--- src/rtl/adc_acq_sequencer_pkg.sv ---
// Shared types for the ADC acquisition sequencer: FSM state encoding and
// the accumulator width helper.
package adc_acq_sequencer_pkg;

    typedef enum logic [2:0] {
        S_IDLE   = 3'd0,
        S_SETTLE = 3'd1,
        S_CLR    = 3'd2,
        S_ACQ    = 3'd3,
        S_CAPT   = 3'd4,
        S_GAP    = 3'd5,
        S_OUTP   = 3'd6
    } acq_state_t;

    // Width that holds the sum of 2^log2_avg signed samples without overflow.
    function automatic int acc_w(input int fp_width, input int log2_avg);
        return fp_width + log2_avg;
    endfunction

endpackage

--- src/rtl/adc_acq_sequencer_accum.sv ---
// Averaging datapath: sign-extends each calibrated sample into a wide
// accumulator and presents the floor mean (arithmetic shift right).
module adc_avg_accum
    import adc_acq_sequencer_pkg::*;
#(
    parameter int FP_WIDTH = 64,
    parameter int LOG2_AVG = 2
) (
    input  logic                clk,
    input  logic                rst,
    input  logic                clr_en,
    input  logic                add_en,
    input  logic [FP_WIDTH-1:0] din,
    output logic [FP_WIDTH-1:0] mean
);

    localparam int ACC_W = acc_w(FP_WIDTH, LOG2_AVG);

    logic signed [ACC_W-1:0] acc_q;
    logic signed [ACC_W-1:0] din_ext;

    // Replicate the sign bit at least once so LOG2_AVG = 0 stays legal.
    assign din_ext = {{(ACC_W - FP_WIDTH + 1){din[FP_WIDTH-1]}}, din[FP_WIDTH-2:0]};

    // Accumulator: cleared at the start of a run, one add per capture.
    always_ff @(posedge clk or posedge rst) begin
        if (rst) begin
            acc_q <= '0;
        end else if (clr_en) begin
            acc_q <= '0;
        end else if (add_en) begin
            acc_q <= acc_q + din_ext;
        end
    end

    // Arithmetic shift gives floor toward -inf; the mean always fits FP_WIDTH.
    assign mean = FP_WIDTH'(acc_q >>> LOG2_AVG);

endmodule

--- src/rtl/adc_acq_sequencer.sv ---
// Sequences one calibrated-ADC channel: settle, then 2^LOG2_AVG
// enable/done acquisitions, then presents the averaged result.
//
// Result handshake: RES_VALID rises in OUTP and, together with RES_DATA and
// RES_ERR, holds stable until the cycle where RES_VALID && RES_READY; the
// transfer happens on that clock edge and RES_VALID drops the cycle after.
module adc_acq_sequencer
    import adc_acq_sequencer_pkg::*;
#(
    parameter int FP_WIDTH    = 64,
    parameter int LOG2_AVG    = 2,
    parameter int CAPT_DLY    = 1,
    parameter int TIMEOUT_CYC = 65535
) (
    input  logic                ADC_CLK,
    input  logic                REG_RST,
    input  logic                START,
    input  logic                ABORT,
    input  logic [15:0]         SETTLE_CYC,
    output logic                ADC_EN_O,
    output logic                ADC_CLR_O,
    input  logic                ADC_DONE_I,
    input  logic [FP_WIDTH-1:0] ADC_DATA_I,
    output logic                RES_VALID,
    input  logic                RES_READY,
    output logic [FP_WIDTH-1:0] RES_DATA,
    output logic                RES_ERR,
    output logic                BUSY,
    output logic [2:0]          state_dbg
);

    localparam int TMO_W = $clog2(TIMEOUT_CYC + 1);
    localparam int CNT_W = LOG2_AVG + 1;
    localparam logic [CNT_W-1:0] LAST_ACQ = CNT_W'((1 << LOG2_AVG) - 1);

    acq_state_t         state_q, state_d;
    logic [15:0]        settle_cnt;
    logic [TMO_W-1:0]   tmo_cnt;
    logic [2:0]         capt_cnt;
    logic [CNT_W-1:0]   acq_cnt;
    logic               done_q;
    logic               res_err_q;
    logic               done_rise;
    logic               tmo_hit;
    logic               capt_last;
    logic               start_go;
    logic               add_en;
    logic [FP_WIDTH-1:0] mean;

    assign done_rise = ADC_DONE_I && !done_q;
    assign tmo_hit   = (tmo_cnt == TMO_W'(TIMEOUT_CYC - 1));
    assign capt_last = (capt_cnt == 3'd1);
    assign start_go  = (state_q == S_IDLE) && START && !ABORT;
    assign add_en    = (state_q == S_CAPT) && capt_last && !ABORT;

    // State register.
    always_ff @(posedge ADC_CLK or posedge REG_RST) begin
        if (REG_RST) begin
            state_q <= S_IDLE;
        end else begin
            state_q <= state_d;
        end
    end

    // Next-state logic; ABORT overrides every transition.
    always_comb begin
        state_d = state_q;
        case (state_q)
            S_IDLE:   if (START) state_d = (SETTLE_CYC == 16'd0) ? S_CLR : S_SETTLE;
            S_SETTLE: if (settle_cnt == 16'd1) state_d = S_CLR;
            S_CLR:    state_d = S_ACQ;
            S_ACQ: begin
                if (done_rise) begin
                    state_d = S_CAPT;
                end else if (tmo_hit) begin
                    state_d = S_OUTP;
                end
            end
            S_CAPT:   if (capt_last) state_d = (acq_cnt == LAST_ACQ) ? S_OUTP : S_GAP;
            S_GAP:    if (!ADC_DONE_I) state_d = S_CLR;
            S_OUTP:   if (RES_READY) state_d = S_IDLE;
            default:  state_d = S_IDLE;
        endcase
        if (ABORT) begin
            state_d = S_IDLE;
        end
    end

    // Settle, timeout, capture-delay and acquisition counters plus DONE history.
    always_ff @(posedge ADC_CLK or posedge REG_RST) begin
        if (REG_RST) begin
            settle_cnt <= '0;
            tmo_cnt    <= '0;
            capt_cnt   <= '0;
            acq_cnt    <= '0;
            done_q     <= 1'b0;
        end else begin
            done_q <= ADC_DONE_I;
            case (state_q)
                S_IDLE: begin
                    if (START) begin
                        settle_cnt <= SETTLE_CYC;
                        acq_cnt    <= '0;
                    end
                end
                S_SETTLE: settle_cnt <= settle_cnt - 16'd1;
                S_CLR:    tmo_cnt <= '0;
                S_ACQ: begin
                    tmo_cnt <= tmo_cnt + TMO_W'(1);
                    if (done_rise) begin
                        capt_cnt <= 3'(CAPT_DLY);
                    end
                end
                S_CAPT: begin
                    capt_cnt <= capt_cnt - 3'd1;
                    if (capt_last) begin
                        acq_cnt <= acq_cnt + CNT_W'(1);
                    end
                end
                default: ;
            endcase
        end
    end

    // Error flag: set by an ACQ timeout, cleared by handshake, ABORT or a new run.
    always_ff @(posedge ADC_CLK or posedge REG_RST) begin
        if (REG_RST) begin
            res_err_q <= 1'b0;
        end else if (ABORT) begin
            res_err_q <= 1'b0;
        end else if ((state_q == S_ACQ) && !done_rise && tmo_hit) begin
            res_err_q <= 1'b1;
        end else if ((state_q == S_OUTP) && RES_READY) begin
            res_err_q <= 1'b0;
        end else if (start_go) begin
            res_err_q <= 1'b0;
        end
    end

    adc_avg_accum #(
        .FP_WIDTH (FP_WIDTH),
        .LOG2_AVG (LOG2_AVG)
    ) u_accum (
        .clk    (ADC_CLK),
        .rst    (REG_RST),
        .clr_en (start_go),
        .add_en (add_en),
        .din    (ADC_DATA_I),
        .mean   (mean)
    );

    // Moore outputs decoded from the state register so reset drops them at once.
    always_comb begin
        ADC_EN_O  = (state_q == S_ACQ) || (state_q == S_CAPT);
        ADC_CLR_O = (state_q == S_CLR);
        RES_VALID = (state_q == S_OUTP);
        RES_ERR   = res_err_q;
        RES_DATA  = (RES_VALID && !res_err_q) ? mean : '0;
        BUSY      = (state_q != S_IDLE);
        state_dbg = state_q;
    end

endmodule

--- config.mk ---
export PLATFORM = sky130hd
export DESIGN_NAME = adc_acq_sequencer
export DESIGN_NICKNAME = d
export VERILOG_FILES = /design/src/rtl/adc_acq_sequencer_pkg.sv /design/src/rtl/adc_acq_sequencer_accum.sv /design/src/rtl/adc_acq_sequencer.sv
export SDC_FILE = /design/constraint.sdc
export NUM_CORES = 1
export LEC_CHECK = 0
export BUFFER_PORTS_ARGS = -buffer_cell sky130_fd_sc_hd__buf_2
export CAP_MARGIN = 30
export CELL_PAD_IN_SITES_DETAIL_PLACEMENT = 0
export CELL_PAD_IN_SITES_GLOBAL_PLACEMENT = 1
export CORE_ASPECT_RATIO = 1.25
export CORE_UTILIZATION = 39
export CTS_BUF_LIST = sky130_fd_sc_hd__clkbuf_4
export DETAILED_ROUTE_END_ITERATION = 10
export PLACE_DENSITY_LB_ADDON = 0.1
export SLEW_MARGIN = 40
export SYNTH_ARGS = -nofsm -noshare
export SYNTH_HDL_FRONTEND = slang
export SYNTH_SLANG_ARGS = --single-unit
--- constraint.sdc ---
create_clock -name ADC_CLK -period 2.8 [get_ports ADC_CLK]
set_clock_uncertainty 0.05 [all_clocks]
set_input_delay 0.14 -clock ADC_CLK [delete_from_list [all_inputs] [get_ports ADC_CLK]]
set_output_delay 0.14 -clock ADC_CLK [all_outputs]
set_load 0.05 [all_outputs]
==> results of run 1 <==
==> worst max-delay path, cell delays in order (launching register included) <==
cell and delay, ns:
dfrtp_1 0.43, ha_2 0.18, inv_2 0.05, fa_2 0.18, and2b_1 0.19, o2111ai_2 0.20, a21oi_2 0.08, o211a_1 0.27
buf_4 0.15, buf_4 0.13, o21ai_4 0.15, a21oi_4 0.10, o21ai_4 0.21, nand2_1 0.10, o311a_1 0.34, o31ai_2 0.17
==> power groups by stage <==
stage | sequential, mW | clock, mW | combinational, mW
after floorplan | 2.58 | 0 | 4.64
after global placement | 2.61 | 0 | 7.37
after detailed placement | 2.63 | 0 | 7.39
after CTS | 2.64 | 0.957 | 7.90
after global routing | 2.74 | 1.01 | 9.30
final | 2.66 | 0.919 | 8.44
==> placed cells by master (no fill, tap or decap), types with 32 or more instances in the layout <==
| cell type | n |
|---|---|
| a21o_1 | 35 |
| a21oi_1 | 69 |
| and2_1 | 71 |
| buf_2 | 157 |
| buf_4 | 199 |
| dfrtp_1 | 109 |
| ha_1 | 47 |
| inv_1 | 34 |
| nand2_1 | 157 |
| nor2_1 | 64 |
| o21ai_0 | 87 |
| xnor2_1 | 32 |
==> sequential cells by signal, indices dropped and copies added (netlist names) <==
register	count
capt_cnt	3
acq_cnt	3
done_q	1
RES_ERR	1
tmo_cnt	16
u_accum.acc_q	66
settle_cnt	16
state_dbg	3
==> cell families after synthesis <==
kind of cell / after synthesis
xor+xnor: 55
compound gates: 368
flops: 109
buf+inv: 93
fa+ha+maj: 74
mux: 6
simple gates: 435
==> final timing paths <==
check | start | endpoint | slack [ns]
worst max-delay path | u_accum.acc_q[0]$_DFFE_PP0P_ | u_accum.acc_q[58]$_DFFE_PP0P_ | -0.27
worst min-delay path | START | acq_cnt[2]$_DFFE_PP0P_ | 0.05
worst max register to register | u_accum.acc_q[0]$_DFFE_PP0P_ | u_accum.acc_q[58]$_DFFE_PP0P_ | -0.27
worst min register to register | settle_cnt[8]$_DFFE_PP0P_ | settle_cnt[8]$_DFFE_PP0P_ | 0.45
max in group asynchronous | REG_RST | u_accum.acc_q[32]$_DFFE_PP0P_ | 1.73
min in group asynchronous | REG_RST | tmo_cnt[8]$_DFFE_PP0P_ | 0.10
==> repair_timing <==
action,in CTS,in global routing
setup buffers,11,20
endpoints found under the setup margin,29,78
resized for setup,71,77
hold buffers,22,0
pin swaps,33,52
hold endpoints to repair,44,0
cloned,0,0
==> metal layers <==
metal | wire length (um) | share of wire | vias to the layer above | GRT usage
met2 | 14400 | 0.50 | 177 | 0.423
met1 | 13000 | 0.45 | 4519 | 0.303
met4 | 475 | 0.016 | 2 | 0.0749
li1 | - | - | 4788 | -
met5 | 10 | 0.00035 | - | 0
met3 | 993 | 0.034 | 26 | 0.0306
==> layout make-up <==
cell class / instances / share of cell area
multi-input cells: 938 / 0.534
flip-flops and latches: 109 / 0.213
repair buffers: 384 / 0.201
well taps: 288 / 0.0282
inverters: 36 / 0.0109
clock inverters: 7 / 0.00733
clock buffers: 9 / 0.00528
diodes: 2 / 0.000391
==> metrics.txt, run 1 <==
post-route cell area 12800 um2; post-synthesis simple-gate area fraction 0.235; TNS Setup -2.54 ns; CTS max path bufs 2; Final Hold Slack 0.0499 ns; Peak VDD IR 0.698 mV; Max Cap Viol 0; Leakage 6.07 nW; max-slew violation count 0; Avg Cell Area, Syn 7.96 um2; switching share of power 0.474; Worst slew margin 0.569; DRT iter0 DRCs 435; Top FF cell, synth dfrtp_1; Final min period 3.07 ns; Hold Path Class input pin to register; YS warnings 0; core area 22900 um2; top cells by count, synth 160 x nand2_1, 111 x o21ai_0, 109 x dfrtp_1; Fmax 325 MHz; H-tree Lvls 3; post-synth top area share 0.301; vias in the first global route 9310; Final Util 0.559; die area 23900 um2; status finished, violations left; Total GRT Usage 0.240; Crit. End Element register; initial antenna violation count 2; # DRC 20; Worst Setup Start Kind register; largest net degree at the start of global routing 89; Final ANT Viol Nets 0; Area growth, synth to finish 41.1%; Final setup viols 16; largest family of logic cells by synthesized area compound AO/OA/AOI/OAI gates; Starting Density 0.396; Clock transition at path regs 0.21 ns; Clock Sinks 109; critical path arrival 3.45 ns; Cells after DPL 1706; flops & latches, synth 109; worst setup path class register to register; Min-Delay Path Depth 5; Die W 138 um; pre-CTS setup slack -0.261 ns; clock latency on the worst-skew pair 0.53 ns; Synth Cell Area 9070 um2; io pins 158; final WL 28900 um; Vias per Instance 5.36; CTS tree built; most frequent cell after synthesis nand2_1; reg2reg path depth 15; Final Wtd Congestion 0.888; Inserted Clock Buffers 9; combinational power share 0.702; net load switching power 5.70 mW; Area contributors post-synth dfrtp_1 30%, ha_1 10%, nand2_1 6.6%; CP max FO 3; Yosys cell types 80; worst setup slack after layout -0.275 ns; first-pass GRT wire length 46500 um; Hold Fails Final Rpt 0; Syn Inst Count 1140; register area 2730 um2; mux cell area share after synthesis 0.00676; area leader, netlist dfrtp_1; IO buf count 157; Final Power 12.0 mW; sequential cell area fraction in the yosys report 0.301; asr flop ratio synth 1.00; total number of vias 9512; post-DP HPWL 21400 um; EDFF count, synth 0; share of total power in the clock network 0.077; RSZ-0062 raised after global routing yes; Synth Area in Compound Gates 0.263; fin cells 1773; area taken by multi-input logic gates 6830 um2; PD cells 939 nW/um2; DR WL/cell 16.3 um; fraction of layout cells with a size suffix above 1 0.345; violated checks design-rule violations, negative setup slack; die height 173 um; row cnt 62; nets 1638; syn_nets 1300; Root Buffer clkbuf_4; First-pass DRT Iterations 8; sequential power share 0.221; XOR/XNOR Fraction of Synth Area 0.0531; Area after DPL 11400 um2; measured slew at the worst slew-check pin 0.637 ns; FILL cells 2209; Synth Area in Adders 0.103; total gr overflow 0; Pint 6.32 mW; Final Cycle Share 1.10; Critical Path RT 3.18 ns
No activity file was read; power rests on OpenSTA's default activity.
==> inputs of run 2 (changes only) <==
--- a/config.mk
+++ b/config.mk
@@ -10,11 +10,12 @@
 export CELL_PAD_IN_SITES_DETAIL_PLACEMENT = 0
 export CELL_PAD_IN_SITES_GLOBAL_PLACEMENT = 1
 export CORE_ASPECT_RATIO = 1.25
-export CORE_UTILIZATION = 39
+export CORE_UTILIZATION = 40
 export CTS_BUF_LIST = sky130_fd_sc_hd__clkbuf_4
 export DETAILED_ROUTE_END_ITERATION = 10
 export PLACE_DENSITY_LB_ADDON = 0.1
 export SLEW_MARGIN = 40
 export SYNTH_ARGS = -nofsm -noshare
 export SYNTH_HDL_FRONTEND = slang
+export SYNTH_HIERARCHICAL = 1
 export SYNTH_SLANG_ARGS = --single-unit
==> run 2 against run 1 <==
Effect of this change: the run ends with negative setup slack left; final cell count is 5.5% higher; utilization is 1.2 points lower; routed wire length rose by 4.7%; synthesized area increased by 10%; fmax down 1.4%; die area increased by 7.3%; critical path depth decreased by 3.
==> metrics.txt, run 2 <==
status finished, violations left; violated checks negative setup slack; PD cells 926 nW/um2; First-pass DRT Iterations 5; Critical Path RT 3.19 ns; critical path arrival 3.50 ns; sequential power share 0.217; switching share of power 0.454; Worst slew margin 0.515; initial antenna violation count 3; Syn Inst Count 1219; clock latency on the worst-skew pair 0.52 ns; Final Wtd Congestion 0.895; CTS max path bufs 2; combinational power share 0.707; Vias per Instance 5.23; post-synth top area share 0.273; DRT iter0 DRCs 348; flops & latches, synth 109; commonest non-fill, non-tap cell in the layout buf_4; max reg flops 66; Avg Cell Area, Syn 8.20 um2; YS warnings 6; Inserted Clock Buffers 9; register area 2730 um2; max-slew violation count 0; FILL cells 2401; Fmax 321 MHz; Peak VDD IR 0.971 mV; asr flop ratio synth 1.00; syn_nets 1379; Area contributors post-synth dfrtp_1 27%, ha_1 9.1%, buf_4 4.9%; most frequent cells in the layout 232 x buf_4, 157 x buf_2, 113 x nor2_1; post-route cell area 13400 um2; Cells after DPL 1814; total number of vias 9781; Crit. End Element register; IO buf count 157; die area 25600 um2; Final Cycle Share 1.11; fin cells 1871; final WL 30300 um; Starting Density 0.408; vias in the first global route 9658; # DRC 0; Clock transition at path regs 0.20 ns; die height 179 um; Area after DPL 12200 um2; area taken by multi-input logic gates 7090 um2; Pint 6.78 mW; Die W 143 um; most frequent cell after synthesis nor2_1; worst setup slack after layout -0.317 ns; measured slew at the worst slew-check pin 0.727 ns; fraction of layout cells with a size suffix above 1 0.358; CTS tree built; io pins 158; Hold Fails Final Rpt 0; share of total power in the clock network 0.076; Area growth, synth to finish 34.2%; TNS Setup -2.54 ns; post-DP HPWL 23200 um; EDFF count, synth 0; Worst Setup Start Kind register; core area 24500 um2; Final setup viols 21; Yosys cell types 93; DR WL/cell 16.2 um; Final min period 3.12 ns; RSZ-0062 raised after global routing yes; Final Power 12.4 mW; first-pass GRT wire length 48100 um; pre-CTS setup slack -0.328 ns; Leakage 6.48 nW; top cells by count, synth 121 x nor2_1, 110 x nand2_1, 109 x dfrtp_1; largest net degree at the start of global routing 65; Hold Path Class input pin to register; Top FF cell, synth dfrtp_1; Max Cap Viol 0; Total GRT Usage 0.240; Synth Cell Area 9990 um2; Clock Sinks 109; Final ANT Viol Nets 0; sequential cell area fraction in the yosys report 0.273; Root Buffer clkbuf_4; CP max FO 6; Largest Register u_accum/acc_q; area leader, netlist dfrtp_1; nets 1694; worst setup path class register to register; total gr overflow 0; biggest regs u_accum/acc_q x66, settle_cnt x16, tmo_cnt x16; H-tree Lvls 3; row cnt 64; net load switching power 5.65 mW
[run 2: cells by family (layout without fill, tap and decap cells)]
logic type / after synthesis / in the layout / share of synthesized area
and+or+nand+nor: 466 / 466 / 0.240
muxes: 33 / 33 / 0.0330
other: 0 / 2 / 0
adders and majority gates: 74 / 74 / 0.0934
DFF: 109 / 109 / 0.273
buffers and inverters: 154 / 474 / 0.0921
AOI/OAI and AO/OA: 325 / 325 / 0.218
xor gates and xnor gates: 58 / 58 / 0.0508
[run 2: worst max-delay path, stage by stage (launching register included)]
cell and delay [ns]:
dfrtp_1 0.41, ha_1 0.31, buf_4 0.15, nand4_2 0.12, nor4_2 0.42, nand2_1 0.16, or2_0 0.23, o22ai_2 0.15
o211ai_2 0.12, a2111o_1 0.41, a31o_1 0.23, xnor2_1 0.12, a22o_1 0.18
[run 2: routing by layer]
| metal | global-route usage | vias to the layer above | wire, um |
|---|---|---|---|
| met3 | 0.0363 | 34 | 1200 |
| met4 | 0.0652 | 2 | 526 |
| li1 | - | 4930 | - |
| met5 | 0 | - | 11 |
| met1 | 0.287 | 4647 | 12900 |
| met2 | 0.442 | 168 | 15600 |
[run 2: repair_timing]
action | in CTS | in global routing
endpoints found under the setup margin | 38 | 43
setup buffers | 6 | 15
gates resized for setup | 64 | 65
pin swaps | 33 | 44
endpoints found under the hold margin | 92 | 0
hold buffers | 23 | 0
[run 2: final cells by class]
cell class                      count  share of cell area
Tap cell                          330              0.0308
Sequential cell                   109               0.203
Inverter                           35             0.00979
Multi-Input combinational cell    956               0.528
Clock inverter                      7             0.00653
Antenna cell                        2            0.000373
Clock buffer                        9             0.00504
Timing Repair Buffer              423               0.216
[run 2: path summary, 6_finish.rpt]
path / from / to / slack, ns / cells past startpoint
setup / recovery: u_accum/acc_q[31]$_DFFE_PP0P_ / u_accum/acc_q[64]$_DFFE_PP0P_ / -0.32 / 12
hold / removal: ADC_DATA_I[1] / u_accum/acc_q[1]$_DFFE_PP0P_ / 0.06 / 4
setup reg to reg: u_accum/acc_q[31]$_DFFE_PP0P_ / u_accum/acc_q[64]$_DFFE_PP0P_ / -0.32 / 12
hold reg to reg: acq_cnt[0]$_DFFE_PP0P_ / acq_cnt[0]$_DFFE_PP0P_ / 0.48 / 1
max in group asynchronous: REG_RST / u_accum/acc_q[55]$_DFFE_PP0P_ / 1.81 / 4
min in group asynchronous: REG_RST / u_accum/acc_q[18]$_DFFE_PP0P_ / 0.20 / 3
[run 2: power groups by stage]
stage          combinational, mW  sequential [mW]  clock [mW]
2_1_floorplan               5.36             2.69           0
3_3_place_gp                7.88             2.66           0
3_5_place_dp                7.89             2.68           0
4_1_cts                     8.34             2.68       0.998
5_1_grt                     9.65             2.78        1.05
6_report                    8.79             2.70       0.942
[run 2: per-stage QoR]
stage	utilization	hold WS, ns
2_1_floorplan	-	0.121
3_3_place_gp	0.496	0.227
3_5_place_dp	0.496	0.233
4_1_cts	0.528	0.00617
5_1_grt	0.547	0.0525
6_report	0.548	0.0591
==> inputs of run 3 (changes only) <==
--- a/config.mk
+++ b/config.mk
@@ -10,7 +10,7 @@
 export CELL_PAD_IN_SITES_DETAIL_PLACEMENT = 0
 export CELL_PAD_IN_SITES_GLOBAL_PLACEMENT = 1
 export CORE_ASPECT_RATIO = 1.25
-export CORE_UTILIZATION = 40
+export CORE_UTILIZATION = 48
 export CTS_BUF_LIST = sky130_fd_sc_hd__clkbuf_4
 export DETAILED_ROUTE_END_ITERATION = 10
 export PLACE_DENSITY_LB_ADDON = 0.1
==> constraint.sdc (replaced) <==
create_clock -name ADC_CLK -period 3.75 [get_ports ADC_CLK]
set_clock_uncertainty 0.05 [all_clocks]
set_input_delay 0.1875 -clock ADC_CLK [delete_from_list [all_inputs] [get_ports ADC_CLK]]
set_output_delay 0.1875 -clock ADC_CLK [all_outputs]
set_load 0.05 [all_outputs]
==> run 3 against run 2 <==
Effect of this change: the run now ends clean; routed wire length shrank 13%; die area shrank 16%; flip-flop and latch count is the same; critical path depth grew 1; utilization shrank 1.3 points; non-clock buffer count shrank 228; setup slack gained 0.70 ns; design area shrank 19%; final cell count shrank 15%; critical path type unchanged.
==> metrics.txt, run 3 (synthesized netlist as in run 2, its figures left out) <==
routing usage on met1 0.316; die area 21400 um2; PD cells 660 nW/um2; Final Cycle Share 0.897; Final ANT Viol Nets 0; Clock transition at path regs 0.17 ns; fin cells 1584; core area 20200 um2; largest net degree at the start of global routing 45; final WL 26200 um; DRT iter0 DRCs 369; Final setup viols 0; Peak VDD IR 0.703 mV; Root Buffer clkbuf_4; Critical Path RT 4.08 ns; Clock Sinks 109; worst setup slack after layout 0.387 ns; worst setup path class register to register; die height 163 um; pre-CTS setup slack 0.396 ns; io pins 158; Area growth, synth to finish 8.34%; Final Hold Slack 0.0714 ns; Final min period 3.36 ns; DR WL/cell 16.5 um; # DRC 0; Starting Density 0.494; Max Cap Viol 0; Final Wtd Congestion 0.892; most frequent cells in the layout 157 x buf_2, 118 x nor2_1, 110 x nand2_1; Worst slew margin 0.538; commonest non-fill, non-tap cell in the layout buf_2; Die W 131 um; clock latency on the worst-skew pair 0.49 ns; Inserted Clock Buffers 9; CP max FO 4; H-tree Lvls 3; initial antenna violation count 2; Largest Register u_accum/acc_q; gr busiest metal met2; Crit. End Element register; nets 1466; post-DP HPWL 20000 um; CTS max path bufs 2; First-pass DRT Iterations 5; fraction of layout cells with a size suffix above 1 0.177; max reg flops 66; Total GRT Usage 0.253; status finished, final reports clean; Worst Setup Start Kind register; total number of vias 8787; critical path arrival 3.69 ns; vias in the first global route 8516; Leakage 5.17 nW; IO buf count 157; Hold Fails Final Rpt 0; M2 GR Usage 0.443; TNS Setup 0 ns; biggest regs u_accum/acc_q x66, settle_cnt x16, tmo_cnt x16; CTS tree built; first-pass GRT wire length 42500 um; total gr overflow 0; measured slew at the worst slew-check pin 0.687 ns; row cnt 58; Fmax 297 MHz; max-slew violation count 0; Vias per Instance 5.55; Cells after DPL 1544; Hold Path Class input pin to register; cts repair resizes 0; Area after DPL 10500 um2; RSZ-0062 raised after global routing no; met3 Usage GRT 0.0390; post-route cell area 10800 um2
## run 3: cell count changes in the layout (fill, tap and decap cells not counted), moves of 5 or more
cell	before	now
buf_4	232	16
ha_1	54	73
a21oi_1	79	96
ha_4	16	0
a21oi_2	13	1
buf_6	9	0
o21ai_0	47	55
o21ai_2	8	2
xnor2_1	27	33
a21oi_4	5	0
nor2_1	113	118
xnor2_2	5	0
## run 3: timing repair
item | CTS | global route
buffers inserted | 0 | 0
hold buffers | 21 | 0
setup endpoints to repair | 0 | 0
hold endpoints to repair | 87 | 0
## run 3: cell type report
cell class / count / area (um2)
Timing Repair Buffer: 195 / 1140
Clock buffer: 11 / 82.6
Sequential cell: 109 / 2730
Clock inverter: 4 / 26.3
Multi-Input combinational cell: 956 / 6380
Antenna cell: 4 / 10.0
Fill cell: 1974 / 9420
Inverter: 35 / 131
Tap cell: 270 / 338
## run 3: per-stage QoR
stage	util	power (mW)
CTS	0.534	7.18
global placement	0.518	6.54
global route	0.535	7.83
floorplan	-	6.01
detailed placement	0.519	6.58
finish	0.535	7.14
## run 3: final timing paths
kind | start | endpoint | slack (ns) | cells past startpoint
worst max-delay path | u_accum/acc_q[0]$_DFFE_PP0P_ | u_accum/acc_q[48]$_DFFE_PP0P_ | 0.39 | 13
worst min-delay path | ADC_DATA_I[1] | u_accum/acc_q[1]$_DFFE_PP0P_ | 0.07 | 4
worst max register to register | u_accum/acc_q[0]$_DFFE_PP0P_ | u_accum/acc_q[48]$_DFFE_PP0P_ | 0.39 | 13
worst min register to register | acq_cnt[0]$_DFFE_PP0P_ | acq_cnt[0]$_DFFE_PP0P_ | 0.48 | 1
max in group asynchronous | REG_RST | u_accum/acc_q[46]$_DFFE_PP0P_ | 2.35 | 4
min in group asynchronous | REG_RST | u_accum/acc_q[37]$_DFFE_PP0P_ | 0.23 | 3
## run 3: metal layers
layer	vias to the layer above	share of wire
met3	28	0.041
met4	0	0.017
met1	4121	0.44
met5	-	0
met2	170	0.50
li1	4468	-
## run 3: worst max-delay path, cell delays in order (launching register included)
cell and delay, ns:
dfrtp_1 0.38, ha_1 0.16, inv_1 0.05, fa_1 0.37, and2b_1 0.27, o211ai_4 0.10, a311oi_4 0.42, o41ai_4 0.16
o21ai_2 0.23, a21oi_2 0.11, o41a_1 0.48, o21ai_2 0.22, a311o_1 0.19, nand3_1 0.07
## run 3: where the power goes
part,switching (mW),leakage [nW],internal [mW]
sequential,0.408,1.46,1.61
combinational,2.75,3.66,1.81
clock,0.414,0.0526,0.146
